<file path="config.mk">
export PLATFORM = sky130hd
export DESIGN_NAME = branch_sequencer
export DESIGN_NICKNAME = d
export VERILOG_FILES = /design/src/rtl/branch_sequencer.sv
export SDC_FILE = /design/constraint.sdc
export NUM_CORES = 1
export LEC_CHECK = 0
export BUFFER_PORTS_ARGS = -buffer_cell sky130_fd_sc_hd__buf_2
export CELL_PAD_IN_SITES_DETAIL_PLACEMENT = 1
export CELL_PAD_IN_SITES_GLOBAL_PLACEMENT = 1
export CORE_MARGIN = 3
export CORE_UTILIZATION = 19
export DETAILED_ROUTE_END_ITERATION = 10
export GPL_TIMING_DRIVEN = 0
export PLACE_DENSITY_LB_ADDON = 0.1
export SYNTH_ARGS = -nofsm -noshare
export SYNTH_HDL_FRONTEND = slang
export SYNTH_SLANG_ARGS = --single-unit
</file>
<file path="constraint.sdc">
create_clock -name clock -period 1.3 [get_ports clock]
set_input_delay 0.195 -clock clock [delete_from_list [all_inputs] [get_ports clock]]
set_output_delay 0.195 -clock clock [all_outputs]
set_load 0.01 [all_outputs]
</file>
<file path="src/rtl/branch_sequencer.sv">
// Moore sequencer for the execute steps T3..T6 of conditional branches.
// Drives the datapath strobes that test CON, form PC+offset and conditionally load PC.
module branch_sequencer #(
  parameter logic [4:0] BR_OPCODE  = 5'b10010,
  parameter bit         EARLY_EXIT = 1'b1
) (
  input  logic        clock,
  input  logic        reset,
  input  logic        start,
  input  logic [31:0] ir,
  input  logic        stall,
  input  logic        con,
  output logic        busy,
  output logic        done,
  output logic        illegal,
  output logic        taken,
  output logic        gra,
  output logic        rout,
  output logic        con_in,
  output logic        pc_out,
  output logic        y_in,
  output logic        c_out,
  output logic        alu_add,
  output logic        z_in,
  output logic        zlow_out,
  output logic        pc_in
);

  typedef enum logic [2:0] {
    S_IDLE = 3'd0,
    S_T3   = 3'd1,
    S_T4   = 3'd2,
    S_T5   = 3'd3,
    S_T6   = 3'd4,
    S_DONE = 3'd5
  } state_t;

  state_t r_state;
  state_t w_next;
  logic   r_taken;
  logic   r_illegal;
  logic   w_is_branch;
  logic   w_unused_ir;

  assign w_is_branch = (ir[31:27] == BR_OPCODE);
  assign w_unused_ir = &{1'b0, ir[26:0]};

  always_ff @(posedge clock) begin
    if (reset) begin
      r_state <= S_IDLE;
    end else begin
      r_state <= w_next;
    end
  end

  // Outcome is captured only on an unstalled exit from T4; illegal on every accepted start.
  always_ff @(posedge clock) begin
    if (reset) begin
      r_taken   <= 1'b0;
      r_illegal <= 1'b0;
    end else begin
      if (r_state == S_T4 && !stall) begin
        r_taken <= con;
      end
      if (r_state == S_IDLE && start) begin
        r_illegal <= !w_is_branch;
      end
    end
  end

  assign taken   = r_taken;
  assign illegal = r_illegal;

  always_comb begin
    w_next   = r_state;
    busy     = (r_state != S_IDLE);
    done     = 1'b0;
    gra      = 1'b0;
    rout     = 1'b0;
    con_in   = 1'b0;
    pc_out   = 1'b0;
    y_in     = 1'b0;
    c_out    = 1'b0;
    alu_add  = 1'b0;
    z_in     = 1'b0;
    zlow_out = 1'b0;
    pc_in    = 1'b0;
    case (r_state)
      S_IDLE: begin
        if (start) begin
          w_next = w_is_branch ? S_T3 : S_DONE;
        end
      end
      S_T3: begin
        if (!stall) begin
          gra    = 1'b1;
          rout   = 1'b1;
          con_in = 1'b1;
          w_next = S_T4;
        end
      end
      S_T4: begin
        if (!stall) begin
          pc_out = 1'b1;
          y_in   = 1'b1;
          w_next = (EARLY_EXIT && !con) ? S_DONE : S_T5;
        end
      end
      S_T5: begin
        if (!stall) begin
          c_out   = 1'b1;
          alu_add = 1'b1;
          z_in    = 1'b1;
          w_next  = S_T6;
        end
      end
      S_T6: begin
        if (!stall) begin
          zlow_out = 1'b1;
          pc_in    = r_taken;
          w_next   = S_DONE;
        end
      end
      S_DONE: begin
        done   = 1'b1;
        w_next = S_IDLE;
      end
      default: begin
        w_next = S_IDLE;
      end
    endcase
  end

endmodule
</file>
==> out/results.txt, run 1 <==
critical path cell sequence: buf_6, nor2b_4, and3_4, buf_6, buf_6
status: complete, but fails checks
CTS tree: done
P&R area growth vs syn: 108%
Final Critical Period: 1.46 ns
final WL: 1450 microns
max-cap violations: 0
cell family with most CP delay: flip-flops
R2R setup slack: -0.11 ns
Core Rows: 16
clk buf depth: 2
Layout Utilization: 0.422
crit-path max FO: 5
Worst setup SP type: register
RSZ-0062 raised after global routing: true
H-tree level count: 1
final setup margin: -0.157 ns
final number of max-transition violations: 0
Adder-Cell Fraction of Synth Area: 0
Yosys warning count: 0
required time of the critical path: 1.11 ns
Worst path slowest cell: dfxtp_4
worst hold path type: in2reg
drt first pass iters: 1
Slew HR: 0.754
WL per Instance: 12.5 microns
post-synthesis simple-gate area fraction: 0.414
power consumption: 0.000815 W
Post-synth EDFFs: 0
ys async rst share: 0
most frequent cell on the critical path: buf_6
crit end category: output port
# hold bufs at CTS: 0
Netlist cell types: 27
Die W: 52.0 microns
Nets: 127
Mapped Cells: 47
register area share after synthesis: 0.249
core footprint: 1980 sq um
Clock Latency Late Sink: 0.25 ns
Worst Tran Pin Value: 0.365 ns
residual DRC count: 0
CP bufs+invs: 3
syn nets: 84
grt ovf: 0
initial DRC count: 0
Root Buffer: clkbuf_4
final antenna diode count: 0
Worst path max stage delay: 0.38 ns
Achievable Freq: 686 MHz
most frequent cells in the layout: buf_4, buf_2, buf_6
detailed placement HPWL: 878 microns
vias: 503
Synth Area in Compound Gates: 0.150
largest net degree at the start of global routing: 9
overall global routing resource usage: 0.120
Synth Flop Type: dfxtp_1
CTS sink cnt: 5
routability congestion estimate: 0.686
peak supply drop: 571 uV
Num CTS Buffers: 3
failing checks: setup timing
Pleak: 0.385 nW
Clock transition at path regs: 0.05 ns
#FFs+latches synth: 5
final period utilization: 1.12
layout cells sized above 1: 0.730
worst path arrival time: 1.26 ns
antenna violations before repair: 0
input/output buffers: 23
Finish-stage setup viols: 15
post-synthesis xor/xnor area fraction: 0
mux contribution to synthesized area: 0.0249
Avg Inst Size Synth: 8.55 sq um
first-pass GRT wire length: 2370 microns
IO Count: 51
via count of the first global-routing pass: 523
Via density: 4.34
overall die height: 52.0 microns
worst setup path class: reg2out
final hold vios: 0
pwr dens: 976 nW/um^2
Die ar.: 2700 sq um
Worst Skew: 0.0121 ns
main combinational cell family by area after synthesis: simple AND/OR/NAND/NOR gates
DRT antenna net count: 0
Initial Utilization: 0.203
Synth Cell Area: 402 sq um
[through the flow]
stage	instance area, sq um	std cells	setup TNS (ns)	hold slack, ns	setup slack [ns]
after floorplan	402	47	0	0.264	0.000629
after detailed placement	551	97	-0.627	0.445	-0.173
after global placement	551	97	-0.579	0.452	-0.156
final	836	116	-1.30	0.202	-0.157
after global routing	836	116	-2.41	0.203	-0.217
after CTS	734	111	-1.34	0.180	-0.168
[worst register-to-register path, cell delays in order, from the launching register on]
cell and delay [ns]:
dfxtp_4 0.36, buf_6 0.13, buf_4 0.14, buf_6 0.12, nor4b_4 0.31, buf_4 0.16, a211oi_2 0.05
[synthesized netlist by cell type (all sizes together) (2+ instances only)]
library cell / instances / area [sq um]
buf: 8 / 61.3
nor2: 6 / 22.5
dfxtp: 5 / 100
nor2b: 3 / 18.8
nor4b: 3 / 53.8
a211oi: 2 / 15.0
and3: 2 / 12.5
nand2: 2 / 7.51
o21ai: 2 / 10.0
[timing repair]
action	in CTS	in global routing
pin swaps	4	6
resized for setup	21	13
setup buffers	10	6
setup endpoints to repair	13	15
[layer usage]
layer | global-route usage | share of wire | up-vias
met1 | 0.130 | 0.39 | 236
met2 | 0.213 | 0.56 | 17
li1 | - | - | 250
met4 | 0.0262 | 0 | 0
met3 | 0.0487 | 0.058 | 0
met5 | 0 | 0 | -
[state kept, by name, summed over array words and instances, names as in the netlist]
signal,flops
taken,1
illegal,1
r_state,3
[final cells by class]
class,instances,area [sq um]
inverter,1,3.75
fill,233,1150
timing repair buffer,38,275
sequential,5,109
buffer,8,82.6
tap,27,33.8
clock buffer,4,26.3
multi-input combinational,33,305
[cells by family (layout without fill, tap and decap cells)]
| group | Yosys count | in the layout |
|---|---|---|
| muxes | 1 | 1 |
| DFF | 5 | 5 |
| AOI/OAI and AO/OA | 9 | 9 |
| and+or+nand+nor | 23 | 23 |
| buffers and inverters | 9 | 51 |
[worst paths after layout]
path | startpoint | cells past startpoint | endpoint
hold / removal | reset | 2 | r_state[2]$_SDFFE_PP0P_
hold reg to reg | illegal$_SDFFE_PP0P_ | 2 | illegal$_SDFFE_PP0P_
setup / recovery | r_state[1]$_SDFFE_PP0P_ | 5 | c_out
setup reg to reg | r_state[1]$_SDFFE_PP0P_ | 6 | illegal$_SDFFE_PP0P_
[where the power goes]
group          leakage (nW)  total [W]  internal (W)  switching (W)
logic                 0.328   0.000427      0.000243       0.000185
clock network        0.0150   0.000188      0.000117      0.0000710
registers            0.0428   0.000200      0.000177      0.0000233
Note: power is estimated with default switching activity, not from simulation.
==> run 2: changes to the inputs <==
ABC_AREA = 1   (was unset)
CORE_ASPECT_RATIO = 0.6   (was unset)
CORE_UTILIZATION = 18   (was 19)
==> run 2 against run 1 <==
Compared with the run above: the flow still finishes with violations (setup timing); via count up 1.2%; clock power increased by 53%; critical path depth did not move; synthesized area grew 1.2%; design area fell by 8.5%; fmax is 7.8% higher; global-route usage shrank 0.46 points; non-clock buffer count down 8; count of clock-buffer cells in the layout did not move; critical endpoint is now gra; largest power group unchanged.
==> out/results.txt, run 2 <==
status: complete, but fails checks
failing checks: setup timing
IO Count: 51
final WL: 1550 microns
pwr dens: 2370 nW/um^2
Netlist cell types: 21
Final Instance Area: 764 sq um
P&R area growth vs syn: 88.0%
input/output buffers: 23
Initial Utilization: 0.205
# hold bufs at CTS: 0
Yosys warning count: 0
Finish-stage setup viols: 7
core footprint: 1980 sq um
syn nets: 98
antenna violations before repair: 0
HP Start: reset
Sum Neg Setup Slack: -0.284 ns
H-tree level count: 1
detailed placement HPWL: 1120 microns
DRT antenna net count: 0
initial DRC count: 5
Worst Skew: 0.000366 ns
Yosys top cell area share: 0.246
drt first pass iters: 4
Die ar.: 2880 sq um
WL per Instance: 12.4 microns
RSZ-0062 raised after global routing: true
Via density: 4.07
grt ovf: 0
max-cap violations: 0
worst path arrival time: 1.16 ns
Slew HR: 0.704
first-pass GRT wire length: 2420 microns
Crit Reg-Reg Endpoint: r_state[1]$_SDFFE_PP0P_
FF+latch area: 109 sq um
peak supply drop: 784 uV
Synth Cell Area: 407 sq um
overall global routing resource usage: 0.115
most frequent cells in the layout: buf_2, buf_4, nand2_1
R2R setup slack: 0.06 ns
Post-synth top cells: nand2_1, nor2_1, buf_4, dfxtp_1, inv_1
worst hold path type: in2reg
Clock transition at path regs: 0.04 ns
via count of the first global-routing pass: 506
final number of max-transition violations: 0
most common cell after layout, fill and taps aside: buf_2
area of the multi-input gates: 284 sq um
Core Rows: 12
residual DRC count: 0
crit-path max FO: 4
Layout Utilization: 0.386
Num CTS Buffers: 3
Nets: 135
largest net degree at the start of global routing: 8
Synth Flop Type: dfxtp_1
FF-to-FF path depth: 7
Root Buffer: clkbuf_8
crit end category: output port
Hold EP: r_state[1]$_SDFFE_PP0P_
clk buf depth: 2
cell count of the worst hold path: 2
Fillers: 257
CTS sink cnt: 5
Worst setup SP type: register
Mapped Cells: 61
area leader, netlist: dfxtp_1
Reg with most FFs: r_state
required time of the critical path: 1.11 ns
Achievable Freq: 740 MHz
overall die height: 42.8 microns
register area share after synthesis: 0.246
layout cells sized above 1: 0.639
Largest register FFs: 3
R2R Path Start: r_state[0]$_SDFFE_PP0P_
routability congestion estimate: 0.660
top area cells in the synthesized netlist: dfxtp_1, nand2_1, buf_4
dpl cell area: 557 sq um
final setup margin: -0.0512 ns
Worst Tran Pin Value: 0.440 ns
Post-synth EDFFs: 0
CTS tree: done
Die W: 67.4 microns
final hold vios: 0
Avg Inst Size Synth: 6.67 sq um
ys async rst share: 0
#FFs+latches synth: 5
Clock Latency Late Sink: 0.22 ns
hold_ws: 0.186 ns
vias: 509
worst setup path class: reg2out
final period utilization: 1.04
most frequent cell after synthesis: nand2_1
Final Critical Period: 1.35 ns
final antenna diode count: 0
Pleak: 0.385 nW
run 2: cell types whose count changed after synthesis, moves of 2 or more:
| cell | before | now |
|---|---|---|
| nand2_1 | 2 | 13 |
| inv_1 | 1 | 5 |
| nand2_2 | 0 | 3 |
| nand3_1 | 0 | 3 |
| nor2b_1 | 3 | 0 |
| a211oi_1 | 2 | 0 |
| a21oi_1 | 1 | 3 |
| and3_1 | 2 | 0 |
| inv_2 | 0 | 2 |
| nand3_2 | 0 | 2 |
| nor3_1 | 1 | 3 |
| nor4b_2 | 2 | 0 |
run 2: cell type report:
class / instances / share of cell area
multi-input cells: 43 / 0.372
repair buffers: 32 / 0.280
flip-flops and latches: 5 / 0.142
plain buffers: 6 / 0.0638
clock buffers: 4 / 0.0589
well taps: 28 / 0.0458
inverters: 7 / 0.0376
run 2: power by group:
| group | switching, W | total [W] | internal [W] |
|---|---|---|---|
| logic | 0.000672 | 0.00122 | 0.000552 |
| registers | 0.0000669 | 0.000298 | 0.000231 |
| clock network | 0.0000777 | 0.000288 | 0.000211 |
run 2: worst max-delay path by stage:
| stage | start | endpoint | slack [ns] | depth (start not counted) |
|---|---|---|---|---|
| 2_1_floorplan | r_state[0]$_SDFFE_PP0P_ | c_out | 0.003 | 4 |
| 3_3_place_gp | r_state[2]$_SDFFE_PP0P_ | c_out | -0.007 | 5 |
| 3_5_place_dp | r_state[2]$_SDFFE_PP0P_ | c_out | -0.04 | 5 |
| 4_1_cts | r_state[0]$_SDFFE_PP0P_ | gra | -0.05 | 5 |
| 5_1_grt | r_state[0]$_SDFFE_PP0P_ | gra | -0.10 | 5 |
| 6_report | r_state[1]$_SDFFE_PP0P_ | gra | -0.05 | 5 |
run 2: worst max-delay path, cell delays in order (launching register included):
cell,delay [ns]
dfxtp_4,0.36
inv_2,0.10
nand2_4,0.06
nor3_4,0.18
buf_4,0.14
buf_6,0.09
run 2: layer usage:
layer  wire, microns  vias up  global-route usage
met2             748        5               0.178
li1                -      265                   -
met3              45        0              0.0291
met5               0        -                   0
met1             753      239               0.150
met4               0        0              0.0484
run 2: cells by family after synthesis:
group | share of synthesized area
AO/OA/AOI/OAI | 0.0892
AND/OR/NAND/NOR | 0.480
flip-flops | 0.246
buffers and inverters | 0.185
run 2: timing repair:
action,CTS,global route
resized for setup,22,3
pin swaps,4,2
buffers inserted,7,2
endpoints found under the setup margin,10,12
cloned,0,0
run 2: metrics by stage:
stage	total power [W]	std cells	setup WS (ns)
floorplan	0.000876	61	0.00317
global placement	0.00113	112	-0.00653
detailed placement	0.00113	112	-0.0429
CTS	0.00175	123	-0.0526
global route	0.00196	125	-0.104
finish	0.00181	125	-0.0512
==> run 3: changes to the inputs <==
SKIP_CTS_REPAIR_TIMING = 1   (was unset)
==> run 3 against run 2 <==
Compared with the run above: the run still ends with setup timing left; total power is 0.50% lower; final cell count is 0.80% lower; worst hold slack worse by 0.0031 ns; critical path type unchanged; first-iteration DRC count grew to 3.8 times the previous value; critical endpoint is now y_in; register-to-register slack better by 0.04 ns; largest power group unchanged; setup slack worse by 0.037 ns; die area stayed put; clock power hardly changed.
==> out/results.txt, run 3 (synthesized netlist as in run 2, its figures left out) <==
status: complete, but fails checks
failing checks: setup timing
Num CTS Buffers: 3
Pleak: 0.383 nW
Finish-stage setup viols: 7
Switch Pwr: 0.000819 W
worst slack, placed: -0.0429 ns
Worst Skew: 0.000404 ns
Worst path max stage delay: 0.31 ns
detailed placement HPWL: 1120 microns
Worst Tran Pin Value: 0.408 ns
Nets: 134
routability congestion estimate: 0.660
peak supply drop: 789 uV
residual DRC count: 0
CTS sink cnt: 5
Slew HR: 0.725
switch share: 0.455
overall global routing resource usage: 0.0990
first-pass GRT wire length: 2080 microns
CTS tree: done
P&R area growth vs syn: 85.5%
initial DRC count: 19
Final Critical Period: 1.39 ns
grt ovf: 0
max-cap violations: 0
worst hold path type: in2reg
final antenna diode count: 0
final setup margin: -0.0877 ns
crit-path max FO: 8
Clock power frac: 0.159
vias: 509
WL per Instance: 13.3 microns
antenna violations before repair: 0
worst setup path class: reg2out
critical path cell sequence: buf_8, buf_4, nor3_4, buf_4, buf_6
core footprint: 1980 sq um
Root Buffer: clkbuf_8
most frequent cells in the layout: buf_2, buf_4, nand2_1
Core Rows: 12
Largest register FFs: 3
IO Count: 51
Sum Neg Setup Slack: -0.379 ns
worst path arrival time: 1.19 ns
Layout Utilization: 0.381
crit end category: output port
Reg with most FFs: r_state
required time of the critical path: 1.11 ns
largest net degree at the start of global routing: 9
drt first pass iters: 4
internal power: 0.000983 W
Die W: 67.4 microns
final period utilization: 1.07
Die ar.: 2880 sq um
Worst setup SP type: register
Worst path slowest cell: dfxtp_2
Clock Latency Late Sink: 0.22 ns
pwr dens: 2390 nW/um^2
via count of the first global-routing pass: 437
Clock transition at path regs: 0.04 ns
final number of max-transition violations: 0
most frequent cell on the critical path: buf_4
final WL: 1640 microns
DRT antenna net count: 0
layout cells sized above 1: 0.635
clk buf depth: 2
Via density: 4.10
Achievable Freq: 721 MHz
Initial Utilization: 0.205
most common cell after layout, fill and taps aside: buf_2
overall die height: 42.8 microns
RSZ-0062 raised after global routing: true
register share of total power: 0.173
input/output buffers: 23
share of total power in combinational logic: 0.668
H-tree level count: 1
final hold vios: 0
==> run 3: cell count changes in the layout (fill, tap and decap cells not counted), sizes merged <==
| cell | change |
|---|---|
| buf | -1 |
==> run 3: path summary, 6_finish.rpt <==
check	cells past startpoint	slack (ns)	endpoint	from
worst min register to register	2	0.46	illegal$_SDFFE_PP0P_	illegal$_SDFFE_PP0P_
worst max-delay path	5	-0.09	y_in	r_state[0]$_SDFFE_PP0P_
worst min-delay path	2	0.18	r_state[1]$_SDFFE_PP0P_	reset
worst max register to register	7	0.10	r_state[1]$_SDFFE_PP0P_	r_state[0]$_SDFFE_PP0P_
==> run 3: routing by layer <==
layer  part of all wire  up-vias  GRT usage
met3              0.027        0     0.0291
met4                  0        0     0.0484
li1                   -      264          -
met2               0.49        5      0.125
met1               0.48      240      0.146
met5                  0        -          0
==> run 3: power by group through the flow <==
| stage | sequential, W | clock [W] | combinational [W] |
|---|---|---|---|
| 2_1_floorplan | 0.000272 | 0 | 0.000605 |
| 3_3_place_gp | 0.000279 | 0 | 0.000850 |
| 3_5_place_dp | 0.000281 | 0 | 0.000851 |
| 4_1_cts | 0.000278 | 0.000297 | 0.000854 |
| 5_1_grt | 0.000321 | 0.000306 | 0.00132 |
| 6_report | 0.000312 | 0.000287 | 0.00120 |
==> run 3: metrics by stage <==
stage	std cells	power (W)	instance area, sq um	hold WS [ns]
after floorplan	61	0.000876	407	0.264
after global placement	112	0.00113	557	0.424
after detailed placement	112	0.00113	557	0.419
after CTS	116	0.00143	602	0.190
after global routing	124	0.00195	754	0.207
final	124	0.00180	754	0.182
==> run 3: cell type report <==
type	count	area (sq um)
buffer	6	52.6
timing repair buffer	31	206
multi-input combinational	43	278
inverter	7	28.8
clock buffer	4	45.0
fill	259	1230
sequential	5	109
tap	28	35.0
==> run 3: worst max-delay path: cells and delay by family, from the launching register on <==
family | cells | cell delay [ns]
buffers and inverters | 4 | 0.50
AND/OR/NAND/NOR | 1 | 0.15
flip-flops | 1 | 0.31
